## src/rtl/imem_pkg.sv

```systemverilog
// Shared definitions for the instruction-memory fetch controller:
// FSM state encoding, default widths and the NOP encoding.
package imem_pkg;

  localparam int WORD_W = 32;
  localparam int BYTE_W = 8;

  localparam logic [WORD_W-1:0] NOP = 32'h0000_0000;

  typedef enum logic [1:0] {
    S_IDLE = 2'd0,
    S_WR   = 2'd1,
    S_RUN  = 2'd2,
    S_END  = 2'd3
  } state_e;

endpackage

```

## src/rtl/imem_byte_writer.sv

```systemverilog
// Serialises one latched big-endian word into four byte writes, most
// significant byte first. start_i is honoured only while idle.
module imem_byte_writer
  import imem_pkg::*;
#(
  parameter int WORD = WORD_W,
  parameter int BYTE = BYTE_W
) (
  input  logic            clk,
  input  logic            reset,
  input  logic            start_i,
  input  logic [WORD-1:0] word_i,
  output logic            busy_o,
  output logic            done_o,
  output logic [1:0]      bidx_o,
  output logic            we_o,
  output logic [BYTE-1:0] wdata_o
);

  logic [WORD-1:0] word_q;
  logic [1:0]      bidx_q;
  logic            busy_q;
  logic [BYTE-1:0] byte_sel;

  always_ff @(posedge clk) begin
    if (reset) begin
      word_q <= '0;
      bidx_q <= 2'd0;
      busy_q <= 1'b0;
    end else if (!busy_q) begin
      if (start_i) begin
        word_q <= word_i;
        bidx_q <= 2'd0;
        busy_q <= 1'b1;
      end
    end else begin
      bidx_q <= bidx_q + 2'd1;
      if (bidx_q == 2'd3) begin
        busy_q <= 1'b0;
      end
    end
  end

  always_comb begin
    byte_sel = '0;
    case (bidx_q)
      2'd0: byte_sel = word_q[WORD-1          -: BYTE];
      2'd1: byte_sel = word_q[WORD-1 - BYTE   -: BYTE];
      2'd2: byte_sel = word_q[WORD-1 - 2*BYTE -: BYTE];
      2'd3: byte_sel = word_q[WORD-1 - 3*BYTE -: BYTE];
      default: byte_sel = '0;
    endcase
  end

  assign busy_o  = busy_q;
  assign done_o  = busy_q && (bidx_q == 2'd3);
  assign bidx_o  = bidx_q;
  assign we_o    = busy_q;
  assign wdata_o = busy_q ? byte_sel : '0;

endmodule

```

## src/rtl/imem_fetch_ctrl.sv

```systemverilog
// Instruction fetch controller: loads the byte-wide instruction memory from
// the loader port, then fetches into IF/ID under stall/redirect control.
module imem_fetch_ctrl
  import imem_pkg::*;
#(
  parameter int WORD     = WORD_W,
  parameter int BYTE     = BYTE_W,
  parameter int LINE     = 42,
  parameter int RESET_PC = 0
) (
  input  logic            clk,
  input  logic            reset,
  input  logic            start,
  input  logic            ld_valid,
  input  logic [WORD-1:0] ld_word,
  output logic            ld_ready,
  output logic [WORD-1:0] mem_addr,
  output logic [BYTE-1:0] mem_wdata,
  output logic            mem_we,
  input  logic [WORD-1:0] mem_rdata,
  input  logic            stall,
  input  logic            redirect,
  input  logic [WORD-1:0] redirect_pc,
  output logic [WORD-1:0] pc,
  output logic [WORD-1:0] if_id_instr,
  output logic [WORD-1:0] if_id_pc4,
  output logic            if_id_valid,
  output logic            fetch_end,
  output state_e          state_dbg
);

  localparam logic [WORD-1:0] MEM_BYTES = WORD'(4 * LINE);
  localparam logic [WORD-1:0] PC_RST    = WORD'(RESET_PC);

  state_e          state_q;
  logic [WORD-1:0] pc_q;
  logic [WORD-1:0] instr_q;
  logic [WORD-1:0] pc4_q;
  logic            valid_q;
  logic [WORD-1:0] lptr_q;

  logic            wr_start;
  logic            wr_busy;
  logic            wr_done;
  logic [1:0]      wr_bidx;
  logic [WORD-1:0] pc_plus4;
  logic [WORD-1:0] lptr_next;
  logic [WORD-1:0] redir_tgt;

  assign wr_start  = (state_q == S_IDLE) && ld_valid;
  assign pc_plus4  = pc_q + WORD'(4);
  assign lptr_next = ((lptr_q + WORD'(4)) == MEM_BYTES) ? '0 : lptr_q + WORD'(4);
  // Redirect targets are word-aligned by discarding the byte offset.
  assign redir_tgt = {redirect_pc[WORD-1:2], 2'b00};

  imem_byte_writer #(
    .WORD (WORD),
    .BYTE (BYTE)
  ) u_writer (
    .clk     (clk),
    .reset   (reset),
    .start_i (wr_start),
    .word_i  (ld_word),
    .busy_o  (wr_busy),
    .done_o  (wr_done),
    .bidx_o  (wr_bidx),
    .we_o    (mem_we),
    .wdata_o (mem_wdata)
  );

  always_ff @(posedge clk) begin
    if (reset) begin
      state_q <= S_IDLE;
      pc_q    <= PC_RST;
      instr_q <= NOP;
      pc4_q   <= '0;
      valid_q <= 1'b0;
      lptr_q  <= '0;
    end else begin
      case (state_q)
        S_IDLE: begin
          if (ld_valid) begin
            state_q <= S_WR;
          end else if (start) begin
            state_q <= S_RUN;
            pc_q    <= PC_RST;
          end
        end
        S_WR: begin
          if (wr_done) begin
            lptr_q  <= lptr_next;
            state_q <= S_IDLE;
          end
        end
        S_RUN: begin
          if (redirect) begin
            pc_q    <= redir_tgt;
            instr_q <= NOP;
            valid_q <= 1'b0;
          end else if (!stall) begin
            instr_q <= mem_rdata;
            pc4_q   <= pc_plus4;
            valid_q <= 1'b1;
            pc_q    <= pc_plus4;
            if (pc_plus4 >= MEM_BYTES) begin
              state_q <= S_END;
            end
          end
        end
        S_END: begin
          if (redirect) begin
            pc_q    <= redir_tgt;
            instr_q <= NOP;
            valid_q <= 1'b0;
            state_q <= (redir_tgt < MEM_BYTES) ? S_RUN : S_END;
          end else if (!stall) begin
            instr_q <= NOP;
            valid_q <= 1'b0;
          end
        end
        default: state_q <= S_IDLE;
      endcase
    end
  end

  // The writer is only ever busy while the FSM sits in WR.
  assign mem_addr    = (state_q == S_WR && wr_busy) ? lptr_q + WORD'(wr_bidx) : pc_q;
  assign ld_ready    = (state_q == S_IDLE);
  assign fetch_end   = (state_q == S_END);
  assign pc          = pc_q;
  assign if_id_instr = instr_q;
  assign if_id_pc4   = pc4_q;
  assign if_id_valid = valid_q;
  assign state_dbg   = state_q;

endmodule

```

## config.mk

```make
export PLATFORM = sky130hd
export DESIGN_NAME = imem_fetch_ctrl
export DESIGN_NICKNAME = d
export VERILOG_FILES = /design/src/rtl/imem_pkg.sv /design/src/rtl/imem_byte_writer.sv /design/src/rtl/imem_fetch_ctrl.sv
export SDC_FILE = /design/constraint.sdc
export NUM_CORES = 1
export LEC_CHECK = 0
export ABC_AREA = 1
export CAP_MARGIN = 10
export CORE_MARGIN = 8
export CORE_UTILIZATION = 52
export CTS_CLUSTER_SIZE = 8
export DETAILED_ROUTE_END_ITERATION = 10
export HOLD_SLACK_MARGIN = 0.02
export PLACE_DENSITY = 0.86
export RECOVER_POWER = 25
export SETUP_SLACK_MARGIN = 0.1
export SYNTH_ARGS = -nofsm -noshare
export SYNTH_HDL_FRONTEND = slang
export SYNTH_SLANG_ARGS = --single-unit
```

## constraint.sdc

```tcl
create_clock -name clk -period 3.73 [get_ports clk]
set_clock_uncertainty 0.05 [all_clocks]
set_input_delay 0.746 -clock clk [delete_from_list [all_inputs] [get_ports clk]]
set_output_delay 0.746 -clock clk [all_outputs]
set_load 0.02 [all_outputs]
```

==> metrics.log, run 1 <==
INFO  metric run_status = finished, violations left
INFO  metric failed_checks = capacitance limit, slew limit
INFO  metric routedWlPerCell = 17.5 µm
INFO  metric number_of_setup_violations_in_the_final_report = 0
INFO  metric regArea = 3200 µm²
INFO  metric post_route_antenna_net_violation_count = 0
INFO  metric starting_density_of_the_core = 0.527
INFO  metric worst-setup-path-type = flop to primary output
INFO  metric postSynth.asyncResetShare = 0
INFO  metric groute.usage.overall = 0.284
INFO  metric total_power = 4.76 mW
INFO  metric finalWirelength = 31400 µm
INFO  metric cts_hold_repair.buffers = 0
INFO  metric placed_area = 11100 µm²
INFO  metric clk_latency = 0.44 ns
INFO  metric critPathMaxFanout = 9
INFO  metric power_per_cell_area = 404 nW/µm²
INFO  metric htree_num_levels = 4
INFO  metric capturing_element_type_of_the_critical_path = primary output
INFO  metric clock_tree_from_tritoncts = built
INFO  metric initial_antenna_violation_count = 1
INFO  metric worst_pin_slew = 2.13 ns
INFO  metric die_height = 145 µm
INFO  metric drt_first_pass_iters = 6
INFO  metric stdcell_area = 11800 µm²
INFO  metric clkSlewWorstSetupHoldPaths = 0.07 ns
INFO  metric slew-limit-headroom = -0.420
INFO  metric synth.top_cells.by_area = sky130_fd_sc_hd__dfxtp_1 37%, sky130_fd_sc_hd__nand2_1 19%, sky130_fd_sc_hd__a21oi_1 8.1%
INFO  metric rsz0062_at_grt = false
INFO  metric core_region_area = 16500 µm²
INFO  metric layout-drive-gt1-share = 0.0545
INFO  metric overflow = 0
INFO  metric hold_viol_final = 0
INFO  metric yosys.cell_count.top_type = sky130_fd_sc_hd__nand2_1
INFO  metric drv_slew = 101
INFO  metric synthFlopType = sky130_fd_sc_hd__dfxtp_1
INFO  metric vdd_drop_max = 0.000326 V
INFO  metric via_count_of_the_first_global_routing_pass = 9319
INFO  metric grt_max_degree = 101
INFO  metric post_synth_num_cell_types = 42
INFO  metric postSynthRegisterBits = 160
INFO  metric numPortBuffers = 237
INFO  metric die_x = 145 µm
INFO  metric fillers = 1401
INFO  metric synth_enable_flop_cells = 0
INFO  metric ios = 244
INFO  metric numCtsBuffers = 17
INFO  metric max_cap_viol_count = 1
INFO  metric final_clock_period_utilization_by_the_worst_path = 0.909
INFO  metric clock_sink_total = 160
INFO  metric post-dp-hpwl = 23500 µm
INFO  metric grt_first_pass_wirelength = 48900 µm
INFO  metric synth_area_leader_cell = sky130_fd_sc_hd__dfxtp_1
INFO  metric drt_iter0_drc = 1098
INFO  metric synth.yosys.seq_area_share = 0.369
INFO  metric cp_data_arrival_time = 2.59 ns
INFO  metric synth_warnings = 0
INFO  metric multi_input_comb_area = 4790 µm²
INFO  metric count_of_mapped_cells_out_of_synthesis = 1357
INFO  metric maxClockFrequency = 295 MHz
INFO  metric dp.cells = 1761
INFO  metric placement.setup.worst_slack = 0.680 ns
INFO  metric num_rows = 47
INFO  metric via_count = 9971
INFO  metric netlist_top_cells_count = 450 x sky130_fd_sc_hd__nand2_1, 160 x sky130_fd_sc_hd__dfxtp_1, 141 x sky130_fd_sc_hd__a21oi_1
INFO  metric synth_top_cell_area_share = 0.369
INFO  metric hold_path_class = flop to flop
INFO  metric area_delta_synth_final = 35.5%
INFO  metric final.setup.worst_slack = 0.341 ns
INFO  metric finalCriticalPeriod = 3.39 ns
INFO  metric post_layout_nonfiller_instances = 1799
INFO  metric worstSetupStartpointType = flop
INFO  metric syn_area = 8680 µm²
INFO  metric setup-tns-final = 0 ns
INFO  metric layout.core_utilization = 0.715
INFO  metric cts-root-to-sink-buffers = 2
INFO  metric leakagePower = 4.42 nW
INFO  metric cts-root-buf = sky130_fd_sc_hd__clkbuf_16
INFO  metric detail_route.drc_violations = 0
INFO  metric finalNetCount = 1675
INFO  metric cp.required = 2.93 ns
INFO  metric die_outline_area = 21100 µm²
INFO  metric avgViaCountPerCell = 5.54
INFO  metric final.hold.worst_slack = 0.411 ns
INFO  metric syn_avg_cell_area = 6.40 µm²
INFO  metric gpl.final_weighted_congestion = 0.990
-- worst max-delay path: stages (launching register included) --
cell and delay [ns]:
sky130_fd_sc_hd__dfxtp_1 0.37, sky130_fd_sc_hd__inv_1 0.12, sky130_fd_sc_hd__ha_1 0.35, sky130_fd_sc_hd__inv_1 0.27, sky130_fd_sc_hd__o21ai_0 0.13, sky130_fd_sc_hd__a31oi_1 0.26
sky130_fd_sc_hd__clkdlybuf4s50_1 0.67
-- power by group --
group | internal (mW) | switching [mW]
logic | 0.439 | 0.672
clock network | 0.907 | 0.826
registers | 1.81 | 0.105
-- layer usage --
metal / routed length [µm] / vias to the layer above / track usage
met4: 1240 / 0 / 0.130
met5: 0 / - / 0
li1: - / 4822 / -
met2: 14400 / 529 / 0.455
met1: 12700 / 4538 / 0.350
met3: 3040 / 82 / 0.0774
-- state kept, by name, summed over array words and instances, names as in the netlist --
name             flops
u_writer.bidx_o      2
pc                  30
if_id_pc4           30
u_writer.word_q     32
lptr_q              30
if_id_valid          1
u_writer.busy_o      1
state_dbg            2
if_id_instr         32
-- final cells by class --
type,instances,area share
clock inverter,14,0.0120
multi-input combinational,1023,0.407
timing repair buffer,256,0.213
clock buffer,18,0.0373
sequential,160,0.272
antenna,1,0.000213
inverter,107,0.0341
tap,220,0.0234
-- worst paths after layout --
| path | startpoint | to | slack [ns] | cells past startpoint |
|---|---|---|---|---|
| setup / recovery | u_writer.bidx_o[0]$_SDFFE_PP0P_ | mem_wdata[5] | 0.34 | 6 |
| hold / removal | u_writer.word_q[5]$_SDFFE_PP0P_ | u_writer.word_q[5]$_SDFFE_PP0P_ | 0.41 | 2 |
| setup reg to reg | u_writer.bidx_o[1]$_SDFFE_PP0P_ | lptr_q[8]$_SDFFE_PP0P_ | 0.52 | 8 |
| hold reg to reg | u_writer.word_q[5]$_SDFFE_PP0P_ | u_writer.word_q[5]$_SDFFE_PP0P_ | 0.41 | 2 |
-- cells in the final DEF (no fill, tap or decap), types with 17 or more instances in the layout --
master	instances
sky130_fd_sc_hd__nor2_1	128
sky130_fd_sc_hd__a21oi_1	141
sky130_fd_sc_hd__nand3_1	69
sky130_fd_sc_hd__inv_1	97
sky130_fd_sc_hd__clkdlybuf4s50_1	186
sky130_fd_sc_hd__o21ai_0	79
sky130_fd_sc_hd__dfxtp_1	159
sky130_fd_sc_hd__nand2_1	450
sky130_fd_sc_hd__dlygate4sd3_1	50
sky130_fd_sc_hd__clkbuf_16	17
-- what timing repair did --
| action | in CTS | in global routing |
|---|---|---|
| gates resized for setup | 0 | 1 |
| setup endpoints to repair | 0 | 9 |
| buffers inserted | 0 | 5 |
-- kinds of logic after synthesis --
logic type / Yosys count / synth area share
AOI/OAI and AO/OA: 270 / 0.170
xor gates and xnor gates: 19 / 0.0192
adders and majority gates: 8 / 0.0115
buffers and inverters: 177 / 0.0817
DFF: 160 / 0.369
other: 1 / 0.000432
and+or+nand+nor: 722 / 0.348
Note: power is estimated with default switching activity, not from simulation.
==> run 2, diff against run 1 <==
Settings changed: ABC_AREA 1 to not set, PLACE_DENSITY 0.86 to not set, PLACE_DENSITY_LB_ADDON set to 0.08.
==> metrics.log, run 2 <==
INFO  metric post_route_antenna_net_violation_count = 0
INFO  metric synth.yosys.seq_area_share = 0.377
INFO  metric maxClockFrequency = 294 MHz
INFO  metric topRoutingLayerUsed = met4
INFO  metric critPathMaxFanout = 8
INFO  metric numPortBuffers = 237
INFO  metric met2RoutedLength = 12600 µm
INFO  metric detail_route.drc_violations = 0
INFO  metric timing.critical_path.slowest_cell_delay = 0.54 ns
INFO  metric die_x = 144 µm
INFO  metric clk_latency = 0.43 ns
INFO  metric avgViaCountPerCell = 5.86
INFO  metric worstSetupStartpointType = flop
INFO  metric leakagePower = 3.99 nW
INFO  metric groute.usage.overall = 0.263
INFO  metric htree_num_levels = 4
INFO  metric synth_enable_flop_cells = 0
INFO  metric num_rows = 46
INFO  metric met1_length = 11800 µm
INFO  metric syn_area = 8490 µm²
INFO  metric vdd_drop_max = 0.000332 V
INFO  metric numCtsBuffers = 17
INFO  metric area_delta_synth_final = 33.6%
INFO  metric clkSlewWorstSetupHoldPaths = 0.06 ns
INFO  metric netlist_top_cells_count = 160 x sky130_fd_sc_hd__dfxtp_1, 158 x sky130_fd_sc_hd__nor2_1, 122 x sky130_fd_sc_hd__nand2_1
INFO  metric post_synth_num_cell_types = 74
INFO  metric synth_warnings = 0
INFO  metric fillers = 1351
INFO  metric capturing_element_type_of_the_critical_path = primary output
INFO  metric hold_depth = 2
INFO  metric final.hold.worst_slack = 0.404 ns
INFO  metric cts-root-to-sink-buffers = 2
INFO  metric max_cap_viol_count = 0
INFO  metric yosys.cell_count.top_type = sky130_fd_sc_hd__dfxtp_1
INFO  metric core_region_area = 15900 µm²
INFO  metric cts_repair_resize_count = 0
INFO  metric setup-tns-final = 0 ns
INFO  metric ios = 244
INFO  metric slew-limit-headroom = 0.0381
INFO  metric run_status = completed
INFO  metric dp.cells = 1438
INFO  metric postSynth.asyncResetShare = 0
INFO  metric count_of_mapped_cells_out_of_synthesis = 1065
INFO  metric initial_antenna_violation_count = 0
INFO  metric drv_slew = 0
INFO  metric via_count = 8619
INFO  metric number_of_setup_violations_in_the_final_report = 0
INFO  metric finalCriticalPeriod = 3.40 ns
INFO  metric crit_family = buffers and inverters
INFO  metric clock_sink_total = 160
INFO  metric cts-root-buf = sky130_fd_sc_hd__clkbuf_16
INFO  metric post-dp-hpwl = 20300 µm
INFO  metric synth.top_cells.by_area = sky130_fd_sc_hd__dfxtp_1 38%, sky130_fd_sc_hd__nor2_1 7.0%, sky130_fd_sc_hd__nand2_1 5.4%
INFO  metric power_per_cell_area = 377 nW/µm²
INFO  metric crit_cells = 6
INFO  metric most-common-layout-cells = 202 x sky130_fd_sc_hd__clkdlybuf4s50_1, 160 x sky130_fd_sc_hd__dfxtp_1, 156 x sky130_fd_sc_hd__nor2_1, 122 x sky130_fd_sc_hd__nand2_1, 62 x sky130_fd_sc_hd__a21oi_1
INFO  metric synthFlopType = sky130_fd_sc_hd__dfxtp_1
INFO  metric grt_max_degree = 71
INFO  metric clock_tree_from_tritoncts = built
INFO  metric met3_wirelength = 2800 µm
INFO  metric die_outline_area = 20700 µm²
INFO  metric routedWlPerCell = 18.9 µm
INFO  metric starting_density_of_the_core = 0.533
INFO  metric cp_data_arrival_time = 2.60 ns
INFO  metric postSynthRegisterBits = 160
INFO  metric insertedDiodeCount = 0
INFO  metric synth_top_cell_area_share = 0.377
INFO  metric hold_viol_final = 0
INFO  metric die_height = 144 µm
INFO  metric drt_iter0_drc = 778
INFO  metric hold_path_class = flop to flop
INFO  metric critPathSlowestCell = sky130_fd_sc_hd__clkdlybuf4s50_1
INFO  metric syn_avg_cell_area = 7.97 µm²
INFO  metric worst-setup-path-type = flop to primary output
INFO  metric cp.required = 2.93 ns
INFO  metric finalNetCount = 1351
INFO  metric grt_first_pass_wirelength = 43000 µm
INFO  metric via_count_of_the_first_global_routing_pass = 7862
INFO  metric overflow = 0
INFO  metric rsz0062_at_grt = false
INFO  metric cts_post_setup_buffers_inserted = 0
INFO  metric layout.cells.most_common = sky130_fd_sc_hd__clkdlybuf4s50_1
INFO  metric synth_area_leader_cell = sky130_fd_sc_hd__dfxtp_1
INFO  metric gpl.final_weighted_congestion = 0.931
INFO  metric worst_pin_slew = 1.44 ns
INFO  metric post_layout_nonfiller_instances = 1470
INFO  metric finalWirelength = 27800 µm
INFO  metric final_clock_period_utilization_by_the_worst_path = 0.910
INFO  metric critPathBufInv = 2
INFO  metric r2r_cell_count = 8
INFO  metric layout-drive-gt1-share = 0.0797
INFO  metric drt_first_pass_iters = 5
INFO  metric cts_hold_repair.buffers = 0
INFO  metric path_cells = inv_1 > ha_1 > a222oi_1 > o21ai_0 > and2_1 > clkdlybuf4s50_1
## run 2: cell count changes after synthesis, moves of 29 or more
cell,previous run,this run
sky130_fd_sc_hd__mux2_2,0,29
sky130_fd_sc_hd__o21ai_0,79,37
sky130_fd_sc_hd__nor2_1,129,158
sky130_fd_sc_hd__a21oi_1,141,62
sky130_fd_sc_hd__nand2_1,450,122
sky130_fd_sc_hd__a22oi_1,0,43
sky130_fd_sc_hd__inv_1,97,11
sky130_fd_sc_hd__nand3_1,69,32
## run 2: area by class of cell
class | count | area (µm²) | share of cell area
inverters | 11 | 41.3 | 0.00364
multi-input cells | 797 | 4790 | 0.423
well taps | 216 | 270 | 0.0238
clock buffers | 18 | 439 | 0.0387
repair buffers | 254 | 2490 | 0.219
flip-flops and latches | 160 | 3200 | 0.282
clock inverters | 14 | 106 | 0.00938
## run 2: final timing paths
path | from | to | slack, ns
hold / removal | u_writer.word_q[24]$_SDFFE_PP0P_ | u_writer.word_q[24]$_SDFFE_PP0P_ | 0.40
setup reg to reg | pc[3]$_SDFFE_PP0P_ | state_dbg[0]$_SDFFE_PP0P_ | 0.76
hold reg to reg | u_writer.word_q[24]$_SDFFE_PP0P_ | u_writer.word_q[24]$_SDFFE_PP0P_ | 0.40
setup / recovery | u_writer.bidx_o[0]$_SDFFE_PP0P_ | mem_wdata[5] | 0.33
## run 2: layer usage
layer,track usage,up-vias
met4,0.0852,0
met1,0.348,4018
li1,-,4143
met5,0,-
met2,0.405,409
met3,0.0720,49
## run 2: metrics by stage
step	power [mW]	area, µm²	util	worst slack, ns
2_1_floorplan	2.31	8500	-	1.20
3_3_place_gp	2.67	10800	0.679	0.821
3_5_place_dp	2.68	10800	0.679	0.787
4_1_cts	4.30	11400	0.713	0.302
5_1_grt	4.44	11300	0.711	0.160
6_report	4.28	11300	0.711	0.334
## run 2: report_power, final
group	total (mW)	switching, mW	internal, mW
Sequential	1.87	0.0863	1.78
Clock	1.63	0.751	0.877
Combinational	0.782	0.430	0.352
## run 2: tightest hold or removal path, cell delays in order (launching register included)
cell,delay (ns)
sky130_fd_sc_hd__dfxtp_1,0.31
sky130_fd_sc_hd__nand2_1,0.05
sky130_fd_sc_hd__a21oi_1,0.05
## run 2: logic make-up (layout without fill, tap and decap cells)
logic type,count (synthesis),count (layout),synth area share
AOI/OAI and AO/OA,240,240,0.192
adders and majority gates,8,8,0.0118
other,1,4,0.000442
muxes,31,31,0.0408
and+or+nand+nor,454,454,0.254
DFF,160,160,0.377
buffers and inverters,111,297,0.0617
xor gates and xnor gates,60,60,0.0619
